File: src/rtl/keypad_pkg.sv
// keypad_pkg: shared definitions for the 4x4 matrix keypad scanner.
//   state_t    - scanner FSM state encoding
//   ROWS_IDLE  - row pattern with no key closed (rows are active-low)
//   KEYMAP     - hex code per key, indexed by {row, col}
//   single_low - true when exactly one row line is pulled low
//   low_index  - row number of the single low line
package keypad_pkg;

    typedef enum logic [1:0] {
        ST_SCAN,
        ST_DEBOUNCE,
        ST_HELD,
        ST_RELEASE
    } state_t;

    localparam logic [3:0] ROWS_IDLE = 4'b1111;

    // Element {r,c}; listed from {3,3} down to {0,0}.
    //   r0: 1 2 3 A   r1: 4 5 6 B   r2: 7 8 9 C   r3: E 0 F D
    localparam logic [15:0][3:0] KEYMAP = {
        4'hD, 4'hF, 4'h0, 4'hE,
        4'hC, 4'h9, 4'h8, 4'h7,
        4'hB, 4'h6, 4'h5, 4'h4,
        4'hA, 4'h3, 4'h2, 4'h1
    };

    function automatic logic single_low(input logic [3:0] rows);
        logic ok;
        case (rows)
            4'b1110, 4'b1101, 4'b1011, 4'b0111: ok = 1'b1;
            default:                            ok = 1'b0;
        endcase
        return ok;
    endfunction

    function automatic logic [1:0] low_index(input logic [3:0] rows);
        logic [1:0] idx;
        case (rows)
            4'b1101: idx = 2'd1;
            4'b1011: idx = 2'd2;
            4'b0111: idx = 2'd3;
            default: idx = 2'd0;
        endcase
        return idx;
    endfunction

endpackage

File: src/rtl/keypad_tick.sv
// keypad_tick: free-running scan-rate divider.
//   clk   - system clock
//   rst_n - asynchronous active-low reset
//   tick  - high for one cycle out of every SCAN_DIV (count 0..SCAN_DIV-1)
module keypad_tick #(
    parameter int SCAN_DIV = 50000
) (
    input  logic clk,
    input  logic rst_n,
    output logic tick
);

    localparam int DW = $clog2(SCAN_DIV);
    localparam logic [DW-1:0] LAST = DW'(SCAN_DIV - 1);

    logic [DW-1:0] cnt;

    always_ff @(posedge clk or negedge rst_n) begin
        if (!rst_n) begin
            cnt <= '0;
        end else if (cnt == LAST) begin
            cnt <= '0;
        end else begin
            cnt <= cnt + 1'b1;
        end
    end

    assign tick = (cnt == LAST);

endmodule

File: src/rtl/keypad_scanner.sv
// keypad_scanner: 4x4 matrix keypad scanner with press/release debounce.
//   clk       - system clock
//   rst_n     - asynchronous active-low reset
//   row_n     - keypad rows, active-low, asynchronous to clk
//   col_n     - column drive, active-low, one column low at a time
//   key_code  - hex code of the last accepted key
//   key_valid - one-cycle pulse per accepted press
//   key_held  - high from press acceptance until release acceptance
//
// state       | meaning
// ST_SCAN     | rotating columns, looking for a single closed row
// ST_DEBOUNCE | column frozen, counting stable ticks of the candidate key
// ST_HELD     | key accepted, waiting for the rows to go idle
// ST_RELEASE  | counting idle ticks before declaring the key released
module keypad_scanner
    import keypad_pkg::*;
#(
    parameter int SCAN_DIV       = 50000,
    parameter int DEBOUNCE_SCANS = 4
) (
    input  logic       clk,
    input  logic       rst_n,
    input  logic [3:0] row_n,
    output logic [3:0] col_n,
    output logic [3:0] key_code,
    output logic       key_valid,
    output logic       key_held
);

    localparam int CW = $clog2(DEBOUNCE_SCANS + 1);
    // Acceptance fires on the tick that would bring the count to
    // DEBOUNCE_SCANS, so the counter never has to hold that value + 1.
    localparam logic [CW-1:0] DEB_LAST = CW'(DEBOUNCE_SCANS - 1);
    localparam logic [CW-1:0] CNT_ONE  = CW'(1);

    logic          tick;
    logic [3:0]    rows_m, rows_s;
    state_t        state_q, state_d;
    logic [1:0]    col_q, col_d;
    logic [1:0]    row_q, row_d;
    logic [CW-1:0] cnt_q, cnt_d;
    logic [3:0]    code_d;
    logic          valid_d, held_d;
    logic [3:0]    key_pat;

    keypad_tick #(.SCAN_DIV(SCAN_DIV)) u_tick (
        .clk  (clk),
        .rst_n(rst_n),
        .tick (tick)
    );

    always_ff @(posedge clk or negedge rst_n) begin
        if (!rst_n) begin
            rows_m <= ROWS_IDLE;
            rows_s <= ROWS_IDLE;
        end else begin
            rows_m <= row_n;
            rows_s <= rows_m;
        end
    end

    always_ff @(posedge clk or negedge rst_n) begin
        if (!rst_n) begin
            state_q   <= ST_SCAN;
            col_q     <= 2'd0;
            row_q     <= 2'd0;
            cnt_q     <= '0;
            key_code  <= 4'h0;
            key_valid <= 1'b0;
            key_held  <= 1'b0;
        end else begin
            state_q   <= state_d;
            col_q     <= col_d;
            row_q     <= row_d;
            cnt_q     <= cnt_d;
            key_code  <= code_d;
            key_valid <= valid_d;
            key_held  <= held_d;
        end
    end

    assign key_pat = ~(4'b0001 << row_q);
    assign col_n   = ~(4'b0001 << col_q);

    always_comb begin
        state_d = state_q;
        col_d   = col_q;
        row_d   = row_q;
        cnt_d   = cnt_q;
        code_d  = key_code;
        valid_d = 1'b0;
        held_d  = key_held;
        if (tick) begin
            case (state_q)
                ST_SCAN: begin
                    if (single_low(rows_s)) begin
                        row_d   = low_index(rows_s);
                        cnt_d   = CNT_ONE;
                        state_d = ST_DEBOUNCE;
                    end else begin
                        col_d = col_q + 2'd1;
                    end
                end
                ST_DEBOUNCE: begin
                    if (rows_s == key_pat) begin
                        if (cnt_q >= DEB_LAST) begin
                            code_d  = KEYMAP[{row_q, col_q}];
                            valid_d = 1'b1;
                            held_d  = 1'b1;
                            state_d = ST_HELD;
                        end else begin
                            cnt_d = cnt_q + CNT_ONE;
                        end
                    end else begin
                        state_d = ST_SCAN;
                        col_d   = col_q + 2'd1;
                    end
                end
                ST_HELD: begin
                    if (rows_s == ROWS_IDLE) begin
                        cnt_d   = CNT_ONE;
                        state_d = ST_RELEASE;
                    end
                end
                ST_RELEASE: begin
                    if (rows_s == ROWS_IDLE) begin
                        if (cnt_q >= DEB_LAST) begin
                            held_d  = 1'b0;
                            state_d = ST_SCAN;
                            col_d   = col_q + 2'd1;
                        end else begin
                            cnt_d = cnt_q + CNT_ONE;
                        end
                    end else begin
                        // Any activity on the frozen column means the key is
                        // still (or again) down; no new press is reported.
                        state_d = ST_HELD;
                    end
                end
                default: state_d = ST_SCAN;
            endcase
        end
    end

endmodule

File: config.mk
export PLATFORM = sky130hd
export DESIGN_NAME = keypad_scanner
export DESIGN_NICKNAME = d
export VERILOG_FILES = /design/src/rtl/keypad_pkg.sv /design/src/rtl/keypad_tick.sv /design/src/rtl/keypad_scanner.sv
export SDC_FILE = /design/constraint.sdc
export NUM_CORES = 1
export LEC_CHECK = 0
export ABC_AREA = 0
export BUFFER_PORTS_ARGS = -buffer_cell sky130_fd_sc_hd__buf_4
export CAP_MARGIN = 20
export CORE_MARGIN = 2
export CORE_UTILIZATION = 30
export DETAILED_ROUTE_END_ITERATION = 16
export HOLD_SLACK_MARGIN = 0.06
export SETUP_SLACK_MARGIN = 0.02
export SYNTH_ARGS = -nofsm -noshare
export SYNTH_HDL_FRONTEND = slang
export SYNTH_SLANG_ARGS = --single-unit
File: constraint.sdc
create_clock -name clk -period 4.7 [get_ports clk]
set_clock_uncertainty 0.2 [all_clocks]
set_input_delay 0.705 -clock clk [delete_from_list [all_inputs] [get_ports clk]]
set_output_delay 0.705 -clock clk [all_outputs]
set_load 0.005 [all_outputs]
==> results.toml <==
[min_path]
hp-class = "flop to flop"
min-delay-start = "rows_m[3]"

[yosys]
ys_warn_count = 0
syn_inst = 176
synthFlopType = "dfrtp_1"
synth-edff-count = 0
ys_types = 42
synth_largest_area_cell = "dfrtp_1"
syn_area_per_cell_um2 = 11.2
seq_area_frac_synth_pct = 50.0
yosysMostFrequentCell = "dfrtp_1"
synth_area_um2 = 1970
ys_ff_latch = 39
async_flop_share_pct = 100
synth_area_leaders = "dfrtp_1 39%, dfstp_2 11%, ha_1 5.7%"
synthTopCellsByCount = "31 x dfrtp_1, 15 x nand2_1, 12 x inv_1, 10 x nor2_1"
yosysTopAreaCellShare_pct = 39.4
syn_nets = 191

[timing]
layout_min_cycle_time_ns = 2.62
hold_viol_final = 0
max_clock_freq_mhz = 382
relSlewSlack_pct = 63.5
maxSlewViolCount = 0
setup-tns-final_ns = 0
setup_ws_ns = 2.08
worst_slew_pin_slew_ns = 0.547
finalCritPeriodShare_pct = 55.7
rsz0062_at_grt = "no"
setup_viol = 0

[grt]
antenna_found_initial = 0
grt_start_max_net_pins = 40
grtUsageTotal_pct = 9.46
grt_pass1_wl_mm = 5.43
grt_pass1_vias = 1141
overflow = 0

[cts]
cts_root_buf = "clkbuf_8"
numCtsBuffers = 5
clkLatencyLatePin_ns = 0.29
post_cts_buffers = 0
clk_pin_slew_ns = 0.07
h-tree-depth = 2
cts_tree = "built"
cts_hold_buf = 0
cts.path.max_buffers = 2
cts_resized = 0
clock-sinks = 39

[setup_path]
crit_family = "simple AND/OR/NAND/NOR gates"
start_kind = "flop"
r2r_slack_ns = 2.08
cp_cell_sequence = "ha_1 -> and3_1 -> and4_1 -> o311ai_1 -> a31oi_4 -> mux2_2"
end_kind = "flop"
cp.arrival_ns = 2.59
path_buf_inv = 0
required_ns = 4.67
critPathSlowestCell = "and4_1"
rr_startpoint = "u_tick.cnt[0]"
critPathMaxStageDelay_ns = 0.57
path_class = "flop to flop"
startpoint = "u_tick.cnt[0]"
crit_fanout = 15

[floorplan]
coreArea_um2 = 6350
fp-row-count = 29
io_pins = 16
start_util_pct = 31.0
dieHeight_um = 85.1
die_x_um = 85.1
die_area_um2 = 7230

[pwr]
ir_worst_vdd_mv = 0.0992
power.density_nw_per_um2 = 271
power_w = 0.000608
power.leakage_nw = 1.05

[detailed_routing]
antenna_left = 0
wl_per_cell_um = 11.7
drt_wl_total_mm = 3.16
routed_via_density = 4.70
dr.pass1.iters = 4
drc_errors = 0
drtIter0Drc = 57
via_count = 1268

[final_layout]
fillers = 613
syn_to_final_growth_pct = 14.0
antenna_cells = 0
fin_nets = 207
regArea_um2 = 986
multiInputGateArea_um2 = 906
drive_gt1_share_pct = 22.3

[placed_design]
dp_slack_ns = 2.08
place_congestion = 0.713
hpwlAfterDp_mm = 2.22
placement.io_buffers = 15

[status]
status = "complete, no violations"

[run]
cap_viol_max_count = 0
-- final timing paths --
check,to,cells after the start
worst max-delay path,cnt_q[0],6
worst min-delay path,rows_s[3],0
worst max register to register,cnt_q[0],6
worst min register to register,rows_s[3],0
max in group asynchronous,rows_s[2],1
min in group asynchronous,key_code[1],1
-- report_power, final --
| group | switching (W) | internal [W] | total [W] |
|---|---|---|---|
| logic | 0.00000995 | 0.00000561 | 0.0000156 |
| clock network | 0.000113 | 0.000134 | 0.000247 |
| registers | 0.00000338 | 0.000342 | 0.000345 |
-- final cells by class --
class,count,share of cell area (%)
Clock buffer,8,4.46
Inverter,12,2.01
Multi-Input combinational cell,119,40.3
Sequential cell,39,43.9
Tap cell,77,4.29
Timing Repair Buffer,15,5.01
-- cell families after synthesis --
group	synth area share [%]
xor gates and xnor gates	6.67
muxes	7.11
buffers and inverters	4.00
DFF	50.0
adders and majority gates	5.71
AOI/OAI and AO/OA	7.75
and+or+nand+nor	18.7
-- worst reg2reg max path, stage by stage, from the launching register on --
cell,delay (ns)
dfrtp_1,0.41
ha_1,0.19
and3_1,0.25
and4_1,0.57
o311ai_1,0.26
a31oi_4,0.27
mux2_2,0.36
-- cell usage in the layout, fill, tap and decap left out, types with 6 or more instances in the layout --
cell type	count
nand2_1	15
dfstp_2	8
buf_4	15
mux2_2	6
clkbuf_8	7
dfrtp_1	31
nand3_1	9
inv_1	12
and3_1	6
nor2_1	10
ha_1	9
xnor2_1	7
xor2_1	8
-- state kept, by name (all words and copies together) (netlist names) --
register and count:
rows_s 4, key_held 1, state_q 2, row_q 2, key_code 4, col_q 2, u_tick.cnt 16, cnt_q 3
rows_m 4, key_valid 1
-- stage by stage --
stage	cells	hold slack [ns]	util [%]	area (um^2)
after global placement	262	0.146	33.8	2150
after CTS	270	0.158	35.4	2250
after global routing	270	0.160	35.4	2250
after detailed placement	262	0.147	33.8	2150
after floorplan	176	0.145	-	1970
final	270	0.157	35.4	2250
-- layer usage --
layer  vias to the layer above  track usage, %  share of wire (%)
met1                       602            13.4                 51
met4                         0            4.33                2.2
met3                         6            3.21                4.1
li1                        639               -                  -
met2                        21            12.9                 42
met5                         -               0                  0
Power figures use the tool's default switching activity.
